===== config.mk =====
export PLATFORM = sky130hd
export DESIGN_NAME = multi_lane_bit_sweep
export DESIGN_NICKNAME = d
export VERILOG_FILES = /design/src/rtl/multi_lane_bit_sweep.sv
export SDC_FILE = /design/constraint.sdc
export NUM_CORES = 1
export LEC_CHECK = 0
export ABC_AREA = 1
export BUFFER_PORTS_ARGS = -buffer_cell sky130_fd_sc_hd__buf_2
export CAP_MARGIN = 25
export CORE_MARGIN = 2
export CORE_UTILIZATION = 25
export DETAILED_ROUTE_END_ITERATION = 6
export RECOVER_POWER = 100
export SYNTH_ARGS = -nofsm -noshare
export SYNTH_HDL_FRONTEND = slang
export SYNTH_SLANG_ARGS = --single-unit
export TNS_END_PERCENT = 1

===== constraint.sdc =====
create_clock -name clk -period 3.4 [get_ports clk]
set_input_delay 1.02 -clock clk [delete_from_list [all_inputs] [get_ports clk]]
set_output_delay 1.02 -clock clk [all_outputs]
set_load 0.01 [all_outputs]

===== src/rtl/multi_lane_bit_sweep.sv =====
// Multi-lane bit-sweep fill engine: walks one bit index per clock across the masked lanes.
// Optional abort support is compiled in with `define BIT_SWEEP_ABORT_EN.
module multi_lane_bit_sweep #(
  parameter int              NCH       = 4,
  parameter int              WIDTH     = 8,
  parameter logic [WIDTH-1:0] RESET_VAL = '0
) (
  input  logic                     clk,
  input  logic                     rst_n,
  input  logic                     start,
  input  logic [1:0]               mode,
  input  logic [NCH-1:0]           lane_mask,
  input  logic [WIDTH-1:0]         pat,
`ifdef BIT_SWEEP_ABORT_EN
  input  logic                     abort,
  output logic                     aborted,
`endif
  output logic                     busy,
  output logic                     done,
  output logic [$clog2(WIDTH)-1:0] idx,
  output logic [NCH*WIDTH-1:0]     lanes,
  output logic [1:0]               state_dbg
);

  localparam int             IW       = $clog2(WIDTH);
  localparam logic [IW-1:0]  IDX_LAST = IW'(WIDTH-1);

  typedef enum logic [1:0] {IDLE = 2'd0, SWEEP = 2'd1, DONE = 2'd2} state_t;

  state_t           state_q, state_d;
  logic [IW-1:0]    idx_q, idx_d;
  logic [1:0]       mode_q, mode_d;
  logic [NCH-1:0]   mask_q, mask_d;
  logic [WIDTH-1:0] pat_q, pat_d;
  logic             busy_q, done_q;
  logic             abort_hit;
  logic             sweep_wr;

  // Handshake: start has no ready; it is accepted only in IDLE with a non-zero
  // lane_mask, and busy high means any start is dropped (no queuing).
`ifdef BIT_SWEEP_ABORT_EN
  logic aborted_q;
  assign abort_hit = abort && (state_q == SWEEP);
  assign aborted   = aborted_q;
`else
  assign abort_hit = 1'b0;
`endif

  always_comb begin
    state_d = state_q;
    idx_d   = idx_q;
    mode_d  = mode_q;
    mask_d  = mask_q;
    pat_d   = pat_q;
    case (state_q)
      IDLE: begin
        if (start && (|lane_mask)) begin
          mode_d  = mode;
          mask_d  = lane_mask;
          pat_d   = pat;
          idx_d   = '0;
          state_d = SWEEP;
        end
      end
      SWEEP: begin
        if (abort_hit) begin
          idx_d   = '0;
          state_d = IDLE;
        end else if (idx_q == IDX_LAST) begin
          idx_d   = '0;
          state_d = DONE;
        end else begin
          idx_d = idx_q + 1'b1;
        end
      end
      DONE:    state_d = IDLE;
      default: state_d = IDLE;
    endcase
  end

  assign sweep_wr = (state_q == SWEEP) && !abort_hit;

  always_ff @(posedge clk or negedge rst_n) begin
    if (!rst_n) begin
      state_q <= IDLE;
      idx_q   <= '0;
      mode_q  <= '0;
      mask_q  <= '0;
      pat_q   <= '0;
      busy_q  <= 1'b0;
      done_q  <= 1'b0;
    end else begin
      state_q <= state_d;
      idx_q   <= idx_d;
      mode_q  <= mode_d;
      mask_q  <= mask_d;
      pat_q   <= pat_d;
      busy_q  <= (state_d == SWEEP) || (state_d == DONE);
      done_q  <= (state_d == DONE);
    end
  end

`ifdef BIT_SWEEP_ABORT_EN
  always_ff @(posedge clk or negedge rst_n) begin
    if (!rst_n) aborted_q <= 1'b0;
    else        aborted_q <= abort_hit;
  end
`endif

  // Each lane owns its write enable and only reads its own current bit.
  for (genvar n = 0; n < NCH; n++) begin : g_lane
    logic [WIDTH-1:0] lane_q, lane_d;
    logic             wen;
    logic             new_bit;

    assign wen = sweep_wr && mask_q[n];

    always_comb begin
      case (mode_q)
        2'd0:    new_bit = 1'b1;
        2'd1:    new_bit = 1'b0;
        2'd2:    new_bit = ~lane_q[idx_q];
        default: new_bit = pat_q[idx_q];
      endcase
      lane_d = lane_q;
      if (wen) lane_d[idx_q] = new_bit;
    end

    always_ff @(posedge clk or negedge rst_n) begin
      if (!rst_n) lane_q <= RESET_VAL;
      else        lane_q <= lane_d;
    end

    assign lanes[n*WIDTH +: WIDTH] = lane_q;
  end

  assign busy      = busy_q;
  assign done      = done_q;
  assign idx       = idx_q;
  assign state_dbg = state_q;

endmodule


==> results of run 1 <==
power by group through the flow:
stage                     clock [µW]  sequential, µW  combinational (µW)
final                            595            1140                1540
after global routing             637            1180                1770
after CTS                        613            1140                1670
after detailed placement           0            1150                1660
after global placement             0            1140                1640
after floorplan                    0            1170                1150
Yosys cell counts, drive strengths merged:
library cell / count / area share (%)
inv: 59 / 7.9
nor2: 50 / 7.2
dfrtp: 53 / 46
clkbuf: 5 / 0.65
nand2: 143 / 20
nand4: 1 / 0.22
ha: 3 / 1.3
o21ai: 47 / 8.1
a21oi: 4 / 0.69
nand3: 17 / 3.1
buf: 6 / 2.5
mux2: 6 / 2.3
state kept, by name, indices dropped and copies added, names as in the netlist:
signal / cells
g_lane.lane_q: 32
pat_q: 8
mask_q: 4
idx: 3
mode_q: 2
state_dbg: 2
busy: 1
done: 1
worst paths after layout:
path                                                         to  depth (start not counted)
worst max-delay path            g_lane[0].lane_q[3]$_DFFE_PN0P_                          9
worst min-delay path                      mask_q[1]$_DFFE_PN0P_                          2
worst max register to register  g_lane[0].lane_q[3]$_DFFE_PN0P_                          9
worst min register to register            mask_q[1]$_DFFE_PN0P_                          2
max in group asynchronous                 mask_q[3]$_DFFE_PN0P_                          2
min in group asynchronous       g_lane[0].lane_q[5]$_DFFE_PN0P_                          1
metal layers:
layer	vias up	global-route usage, %	routed length (µm)	share of wire, %
met1	1180	16.5	3490	46
met5	-	0	0	0
met2	54	21.6	3690	49
li1	1313	-	-	-
met4	0	2.47	48	0.63
met3	5	2.67	379	5.0
worst min-delay path: cells and delay by family (launching register included):
kind / cells / cell delay (ns)
compound gates: 1 / 0.06
flops: 1 / 0.34
simple gates: 1 / 0.05
cells by family (layout without fill, tap and decap cells):
family / after synthesis / in the layout / synth area share [%]
AOI/OAI and AO/OA: 51 / 51 / 8.78
adders and majority gates: 3 / 3 / 1.29
buffers and inverters: 70 / 124 / 11.1
DFF: 53 / 53 / 45.6
muxes: 6 / 6 / 2.32
and+or+nand+nor: 211 / 211 / 30.9
cell type report:
type	instances	area, µm²
Sequential cell	53	1330
Inverter	59	229
Fill cell	1259	8010
Multi-Input combinational cell	271	1220
Clock buffer	7	143
Timing Repair Buffer	57	234
Clock inverter	1	30.0
Tap cell	143	179
metrics by stage:
step	total power (µW)	std cells	hold WS, ns	worst slack (ns)	utilization, %
6_report	3280	591	0.486	1.00	29.6
2_1_floorplan	2320	394	0.453	1.40	-
3_5_place_dp	2810	583	0.482	1.02	28.9
5_1_grt	3590	591	0.528	0.651	29.6
4_1_cts	3420	591	0.498	1.22	30.4
3_3_place_gp	2780	583	0.484	1.11	28.9
==> qor.csv, run 1 <==
metric;value;unit
run_status;completed;
netlist_instances;394;
critical_path_s_most_frequent_cell;nand2_1;
switching_share;47.1;%
max_slew_margin;20.4;%
route.detailed.drc;0;
cts.clk_slew.worst_paths;0.07;ns
r2r_slack;1.00;ns
die-area;12500;µm²
drive_above_1_share;9.38;%
layout_common_cells;nand2_1, inv_1, dfrtp_1, nor2_1, o21ai_0;
grt_antenna_before_repair;0;
hp-class;flop to flop;
postcts_setup_bufs;0;
timing.critical_path.from_type;flop;
cts.repair.resized;0;
fp.dieH;112;µm
routed_via_density;4.32;
grt_pass1_wl;12600;µm
design.portCount;56;
row_count;39;
synth.yosys.warnings;0;
fmax;417;MHz
cts_max_path_buffers;2;
vias;2552;
grt_util_all_layers;12.6;%
timing.setup.critical_path_class;flop to flop;
post_synth_num_cell_types;22;
initial_utilization;25.6;%
ant_nets;0;
hold_violations;0;
dpl_cell_area;3280;µm²
min_from;mask_q[1]$_DFFE_PN0P_;
wire_per_inst;12.9;µm
place.gp.congestion;0.813;
numCtsBuffers;5;
flow.area_growth_from_synthesis;15.8;%
max-vdd-ir-drop;0.345;mV
seq_power_share;34.8;%
fin_skew;0.00677;ns
min_period_over_period;70.5;%
clk_latency;0.29;ns
worst_reg2reg_path_startpoint;idx[0]$_DFFE_PN0P_;
clkSinkCount;53;
chipWidth;112;µm
core_region_area;11400;µm²
max_cap_viol_count;0;
critical_path.max_stage_delay;0.74;ns
yosysSeqAreaShare;45.6;%
postLayoutCellArea;3360;µm²
timing.critical_path.from;idx[0]$_DFFE_PN0P_;
power.switching;1540;µW
sum_of_buffers_and_inverters_on_the_critical_path;1;
synthesis.nets;414;
overflow;0;
pwr_density_cell;974;nW/µm²
cp_cell_sequence;clkbuf_1 > nand2_1 > nand3_1 > nand2_1 > o21ai_0 > nand2_2 > nand2_1 > nand2_1 > nand2_1;
timing.critical_path.fanout_max;20;
worst_slew_pin_slew;1.19;ns
finalWorstPathRequiredPeriod;2.40;ns
drt_first_iter_violations;164;
timing.critical_path.arrival;2.63;ns
synth-seq-cells;53;
final.setup.tns;0;ns
most_common_cell_after_layout_fill_and_taps_aside;nand2_1;
detailedPlacementHpwl;5520;µm
worst_setup_ep_type;flop;
cts-hold-fix-buffers;0;
rsz_0062_raised_after_global_routing;false;
timing.final.max_slew_violations;0;
setup_viol;0;
pin_count_of_the_biggest_net_entering_global_routing;34;
syn-mean-instance-area;7.38;µm²
total_leakage_power;0.00173;µW
numPortBuffers;55;
root_buffer;clkbuf_16;
antenna_cells_inserted;0;
post_synth_instance_area;2910;µm²
drt-total-wl;7610;µm
drt_first_pass_iters;5;
clockPowerShare;18.2;%
fin_nets;467;
timing.critical_path.slowest_stage_cell;clkbuf_1;
cp_data_required_time;3.63;ns
path_delay_family;simple AND/OR/NAND/NOR gates;
grt_pass1_vias;2438;
power.share.combinational;47.0;%
cts.htree.levels;2;
cts_tree;yes;
p_int;1730;µW
(Power assumes the default switching activity.)
==> run 2, diff against run 1 <==
--- a/config.mk
+++ b/config.mk
@@ -5,7 +5,7 @@
 export SDC_FILE = /design/constraint.sdc
 export NUM_CORES = 1
 export LEC_CHECK = 0
-export ABC_AREA = 1
+export ABC_AREA = 0
 export BUFFER_PORTS_ARGS = -buffer_cell sky130_fd_sc_hd__buf_2
 export CAP_MARGIN = 25
 export CORE_MARGIN = 2
==> constraint.sdc (replaced) <==
create_clock -name clk -period 2.1 [get_ports clk]
set_input_delay 0.63 -clock clk [delete_from_list [all_inputs] [get_ports clk]]
set_output_delay 0.63 -clock clk [all_outputs]
set_load 0.01 [all_outputs]
==> run 2 against run 1 <==
Routed wire length is 8.8% lower. Critical path depth is 3 lower. Clock power is 22% higher. Synthesized cell count is 36% lower. Worst setup slack worse by 0.76 ns. Count of clock-buffer cells in the layout is 1 lower. Cell count is 23% lower. Clock skew is 0.0015 ns higher. Total power is 65% higher. Hold slack worse by 0.0091 ns. Largest cell class unchanged. Highest routed layer unchanged.
==> qor.csv, run 2 <==
metric;value;unit
fin_nets;339;
timing.critical_path.fanout_max;11;
setup_viol;0;
yosysSeqAreaShare;52.4;%
hp-class;flop to flop;
flow.area_growth_from_synthesis;22.6;%
chipWidth;105;µm
most_common_cell_after_layout_fill_and_taps_aside;dfrtp_1;
power.switching;2410;µW
sum_of_buffers_and_inverters_on_the_critical_path;1;
post_synth_and_or_nand_nor_area_fraction;12.0;%
grt_pass1_vias;2209;
synth_compound_area_share;22.8;%
layout_common_cells;dfrtp_1, clkbuf_1, nand2_1, a21oi_1, a31oi_1;
cts_max_path_buffers;2;
route.detailed.drc;0;
clockPowerShare;13.4;%
reg.largest.list;g_lane.lane_q x32, pat_q x8, mask_q x4;
cts_tree;yes;
post_synth_arst_share;100;%
syn-mean-instance-area;10.0;µm²
switching_share;44.7;%
fin_skew;0.00825;ns
row_count;36;
overflow;0;
p_int;2980;µW
finish.cell_count_without_fillers;453;
numPortBuffers;55;
yosysTopAreaCellShare;52.4;%
pwr_density_cell;1740;nW/µm²
vias;2168;
timing.critical_path.from_type;flop;
detailedPlacementHpwl;4980;µm
seq_power_share;37.0;%
netlist_instances;253;
worst_slew_pin_slew;1.30;ns
yosys.cell_count.top_type;dfrtp_1;
initial_utilization;25.8;%
clk_latency;0.31;ns
grt_pass1_wl;11500;µm
path_delay_family;compound AO/OA/AOI/OAI gates;
place.detailed.instances;445;
cts.clk_slew.worst_paths;0.10;ns
rsz_0062_raised_after_global_routing;false;
max_reg_flops;32;
ys_top_cells_by_count;dfrtp_1, nand2_1, a21oi_1, a31oi_1, mux2i_1;
fp.dieH;105;µm
post_synth_instance_area;2530;µm²
max-vdd-ir-drop;0.430;mV
total_leakage_power;0.00136;µW
worst_setup_ep_type;flop;
combinational_family_with_the_most_area_after_synthesis;compound AO/OA/AOI/OAI gates;
hold_violations;0;
timing.critical_path.arrival;2.08;ns
multiInputGateArea;1090;µm²
die-area;10900;µm²
drive_above_1_share;15.3;%
critical_path.max_stage_delay;0.57;ns
synth_xor_xnor_area_share;0;%
place.gp.congestion;0.766;
ant_nets;0;
synthesis.nets;273;
grt_antenna_before_repair;0;
synth.yosys.warnings;0;
power.share.combinational;49.6;%
pin_count_of_the_biggest_net_entering_global_routing;54;
timing.critical_path.slowest_stage_cell;dfrtp_1;
timing.setup.critical_path_class;flop to flop;
post-synth-top-area-cell;dfrtp_1;
root_buffer;clkbuf_8;
drt_first_iter_violations;114;
core_region_area;9820;µm²
antenna_cells_inserted;0;
drt-total-wl;6940;µm
cts-hold-fix-buffers;0;
max_slew_margin;13.3;%
synthTopCellsByArea;dfrtp_1, a31oi_1, mux2i_1;
muxShareOfSynthArea;7.12;%
clkSinkCount;53;
post_synth_num_cell_types;34;
synth-seq-cells;53;
fill_cells;1081;
cts.htree.levels;2;
synth-edff-count;0;
grt_util_all_layers;13.3;%
yosys_most_used_dff;dfrtp_1;
cts.repair.resized;0;
drt_first_pass_iters;4;
cp_data_required_time;2.32;ns
postcts_setup_bufs;0;
run_status;completed;
max_cap_viol_count;0;
cp_cell_sequence;buf_4 > or2_1 > o22ai_1 > o21a_1 > o22a_2 > a31oi_1;
timing.final.max_slew_violations;0;
numCtsBuffers;5;
synth_fa_ha_area_share;1.48;%
finalWorstPathRequiredPeriod;1.85;ns
final.setup.tns;0;ns
routed_via_density;4.79;
min_period_over_period;88.3;%
wire_per_inst;15.3;µm
fmax;539;MHz
seq_area;1330;µm²
design.portCount;56;
top_register;g_lane.lane_q;
run 2: path summary, 6_finish.rpt:
path	start	to	slack [ns]	cells after the start
setup reg to reg	idx[1]$_DFFE_PN0P_	g_lane[2].lane_q[7]$_DFFE_PN0P_	0.25	6
hold reg to reg	mask_q[1]$_DFFE_PN0P_	mask_q[1]$_DFFE_PN0P_	0.48	2
min in group asynchronous	rst_n	done$_DFF_PN0_	0.68	2
setup / recovery	idx[1]$_DFFE_PN0P_	g_lane[2].lane_q[7]$_DFFE_PN0P_	0.25	6
max in group asynchronous	rst_n	g_lane[0].lane_q[6]$_DFFE_PN0P_	0.64	2
hold / removal	mask_q[1]$_DFFE_PN0P_	mask_q[1]$_DFFE_PN0P_	0.48	2
run 2: area by class of cell:
cell class	instances	area share (%)
sequential	53	42.7
multi-input combinational	179	35.2
timing repair buffer	76	12.4
tap	133	5.36
clock buffer	6	2.66
clock inverter	2	1.21
inverter	4	0.484
run 2: routing by layer:
| metal | wire length [µm] | GRT usage (%) |
|---|---|---|
| met1 | 3130 | 17.7 |
| met2 | 3340 | 21.5 |
| met3 | 330 | 3.18 |
| met4 | 139 | 4.38 |
| met5 | 0 | 0 |
run 2: through the flow:
step | setup WS [ns] | area [µm²] | total power, µW | hold WS (ns) | utilization, %
2_1_floorplan | 0.247 | 2530 | 3710 | 0.334 | -
5_1_grt | 0.0437 | 3100 | 5890 | 0.504 | 31.6
3_5_place_dp | 0.274 | 3070 | 4800 | 0.462 | 31.2
6_report | 0.245 | 3100 | 5400 | 0.477 | 31.6
4_1_cts | 0.232 | 3190 | 5540 | 0.306 | 32.4
3_3_place_gp | 0.284 | 3070 | 4750 | 0.457 | 31.2
run 2: worst reg2reg max path: stages, from the launching register on:
cell and delay [ns]:
dfrtp_1 0.57, buf_4 0.20, or2_1 0.23, o22ai_1 0.13, o21a_1 0.18, o22a_2 0.27, a31oi_1 0.20
run 2: kinds of logic after synthesis:
family | Yosys count
compound gates | 91
simple gates | 67
flops | 53
buf+inv | 21
mux | 18
fa+ha+maj | 3
run 2: power groups by stage:
stage	Sequential (µW)	Clock [µW]	Combinational, µW
final	2000	723	2680
after CTS	1990	747	2800
after global placement	1990	0	2760
after floorplan	2010	0	1700
after global routing	2080	798	3010
after detailed placement	2010	0	2790
==> run 3, diff against run 2 <==
==> constraint.sdc (replaced) <==
create_clock -name clk -period 2.1 [get_ports clk]
set_input_delay 0.105 -clock clk [delete_from_list [all_inputs] [get_ports clk]]
set_output_delay 0.105 -clock clk [all_outputs]
set_load 0.01 [all_outputs]
==> run 3 against run 2 <==
Clock power shrank 1%. Combinational power is essentially flat. Die area is the same. Register-to-register slack lost 0.09 ns. Hold slack lost 0.48 ns. Via count grew 1.0%. Critical path type unchanged. Largest power group unchanged. Highest routed layer unchanged.
==> qor.csv, run 3 (synthesis gave the netlist of run 2 again) <==
metric;value;unit
run_status;completed;
pin_count_of_the_biggest_net_entering_global_routing;54;
cp_data_required_time;2.32;ns
detailedPlacementHpwl;4970;µm
hp-class;input port to flop;
final.setup.tns;0;ns
path_delay_family;compound AO/OA/AOI/OAI gates;
top_register;g_lane.lane_q;
max-vdd-ir-drop;0.436;mV
timing.critical_path.fanout_max;12;
max_slew_margin;11.9;%
path_depth;6;
numCtsBuffers;5;
total_leakage_power;0.00138;µW
fmax;515;MHz
timing.setup.critical_path_class;flop to flop;
cp_cell_sequence;buf_12 > mux2i_1 > o22ai_1 > o21a_1 > o22a_1 > a31oi_1;
pwr_density_cell;1710;nW/µm²
most_common_cell_after_layout_fill_and_taps_aside;dfrtp_1;
antenna_cells_inserted;0;
drive_above_1_share;14.8;%
flow.area_growth_from_synthesis;24.6;%
fp.dieH;105;µm
cts.htree.levels;2;
setup_viol;0;
max_reg_flops;32;
critical_path.max_stage_delay;0.63;ns
routed_via_density;4.78;
rsz_0062_raised_after_global_routing;false;
reg.largest.list;g_lane.lane_q x32, pat_q x8, mask_q x4;
grt_pass1_vias;2135;
root_buffer;clkbuf_8;
cts.clk_slew.worst_paths;0.09;ns
drt-total-wl;7000;µm
timing.critical_path.from_type;flop;
fin_hold_ws;0.000909;ns
clkSinkCount;53;
r2r.worst_path.cells;6;
core_region_area;9820;µm²
cts_max_path_buffers;2;
chipWidth;105;µm
route.detailed.drc;0;
hold_depth;3;
fin_nets;344;
timing.critical_path.arrival;2.16;ns
clk_latency;0.31;ns
grt_pass1_wl;11300;µm
initial_utilization;25.8;%
sum_of_buffers_and_inverters_on_the_critical_path;1;
cts-hold-fix-buffers;5;
hold_violations;0;
die-area;10900;µm²
finish.cell_count_without_fillers;458;
wire_per_inst;15.3;µm
place.detailed.instances;445;
cts.repair.resized;0;
overflow;0;
vias;2190;
max_cap_viol_count;0;
cts_tree;yes;
place_worst_setup_slack;0.198;ns
postLayoutCellArea;3150;µm²
drt_first_iter_violations;180;
grt_util_all_layers;13.1;%
worst_setup_ep_type;flop;
timing.final.max_slew_violations;0;
dpl_cell_area;3070;µm²
finalWorstPathRequiredPeriod;1.94;ns
final_critical_path_setup_slack;0.156;ns
layout_common_cells;dfrtp_1, clkbuf_1, nand2_1, a21oi_1, a31oi_1;
fin_skew;0.0100;ns
row_count;36;
design.portCount;56;
min_period_over_period;92.6;%
place.gp.congestion;0.765;
ant_nets;0;
grt_antenna_before_repair;0;
numPortBuffers;55;
timing.critical_path.slowest_stage_cell;dfrtp_1;
drt_first_pass_iters;4;
worst_slew_pin_slew;1.32;ns
postcts_setup_bufs;0;
run 3: per-stage QoR:
stage	total power (µW)	util (%)
after floorplan	3710	-
after global placement	4750	31.2
after detailed placement	4810	31.2
after CTS	5540	32.9
after global routing	5870	32.1
final	5410	32.1
run 3: cell type report:
class                      count  area, µm²
multi-input combinational    179       1090
clock buffer                   7       86.3
clock inverter                 1       30.0
fill                        1060       6670
tap                          133        166
inverter                       4       15.0
sequential                    53       1330
timing repair buffer          81        438
run 3: layer usage:
metal | GRT usage [%] | part of all wire, % | vias to the layer above
met5 | 0 | 0 | -
met4 | 4.57 | 1.9 | 0
met3 | 3.24 | 6.1 | 10
met2 | 20.8 | 47 | 71
met1 | 17.6 | 45 | 1041
li1 | - | - | 1068
run 3: report_power, final:
group          switching (µW)  internal, µW
Sequential                499          1510
Clock                     325           389
Combinational            1590          1090
Total                    2410          2990
run 3: worst reg2reg max path: cells and delay by family, from the launching register on:
| family | cells | cell delay, ns |
|---|---|---|
| AOI/OAI and AO/OA | 4 | 0.81 |
| buffers and inverters | 1 | 0.21 |
| DFF | 1 | 0.63 |
| muxes | 1 | 0.21 |
run 3: final timing paths:
path	to	start	slack (ns)
max in group asynchronous	g_lane[1].lane_q[7]$_DFFE_PN0P_	rst_n	0.60
worst min register to register	pat_q[0]$_DFFE_PN0P_	pat_q[0]$_DFFE_PN0P_	0.48
worst max-delay path	g_lane[3].lane_q[4]$_DFFE_PN0P_	idx[0]$_DFFE_PN0P_	0.16
min in group asynchronous	busy$_DFF_PN0_	rst_n	0.71
worst min-delay path	pat_q[7]$_DFFE_PN0P_	pat[7]	0.0009
worst max register to register	g_lane[3].lane_q[4]$_DFFE_PN0P_	idx[0]$_DFFE_PN0P_	0.16
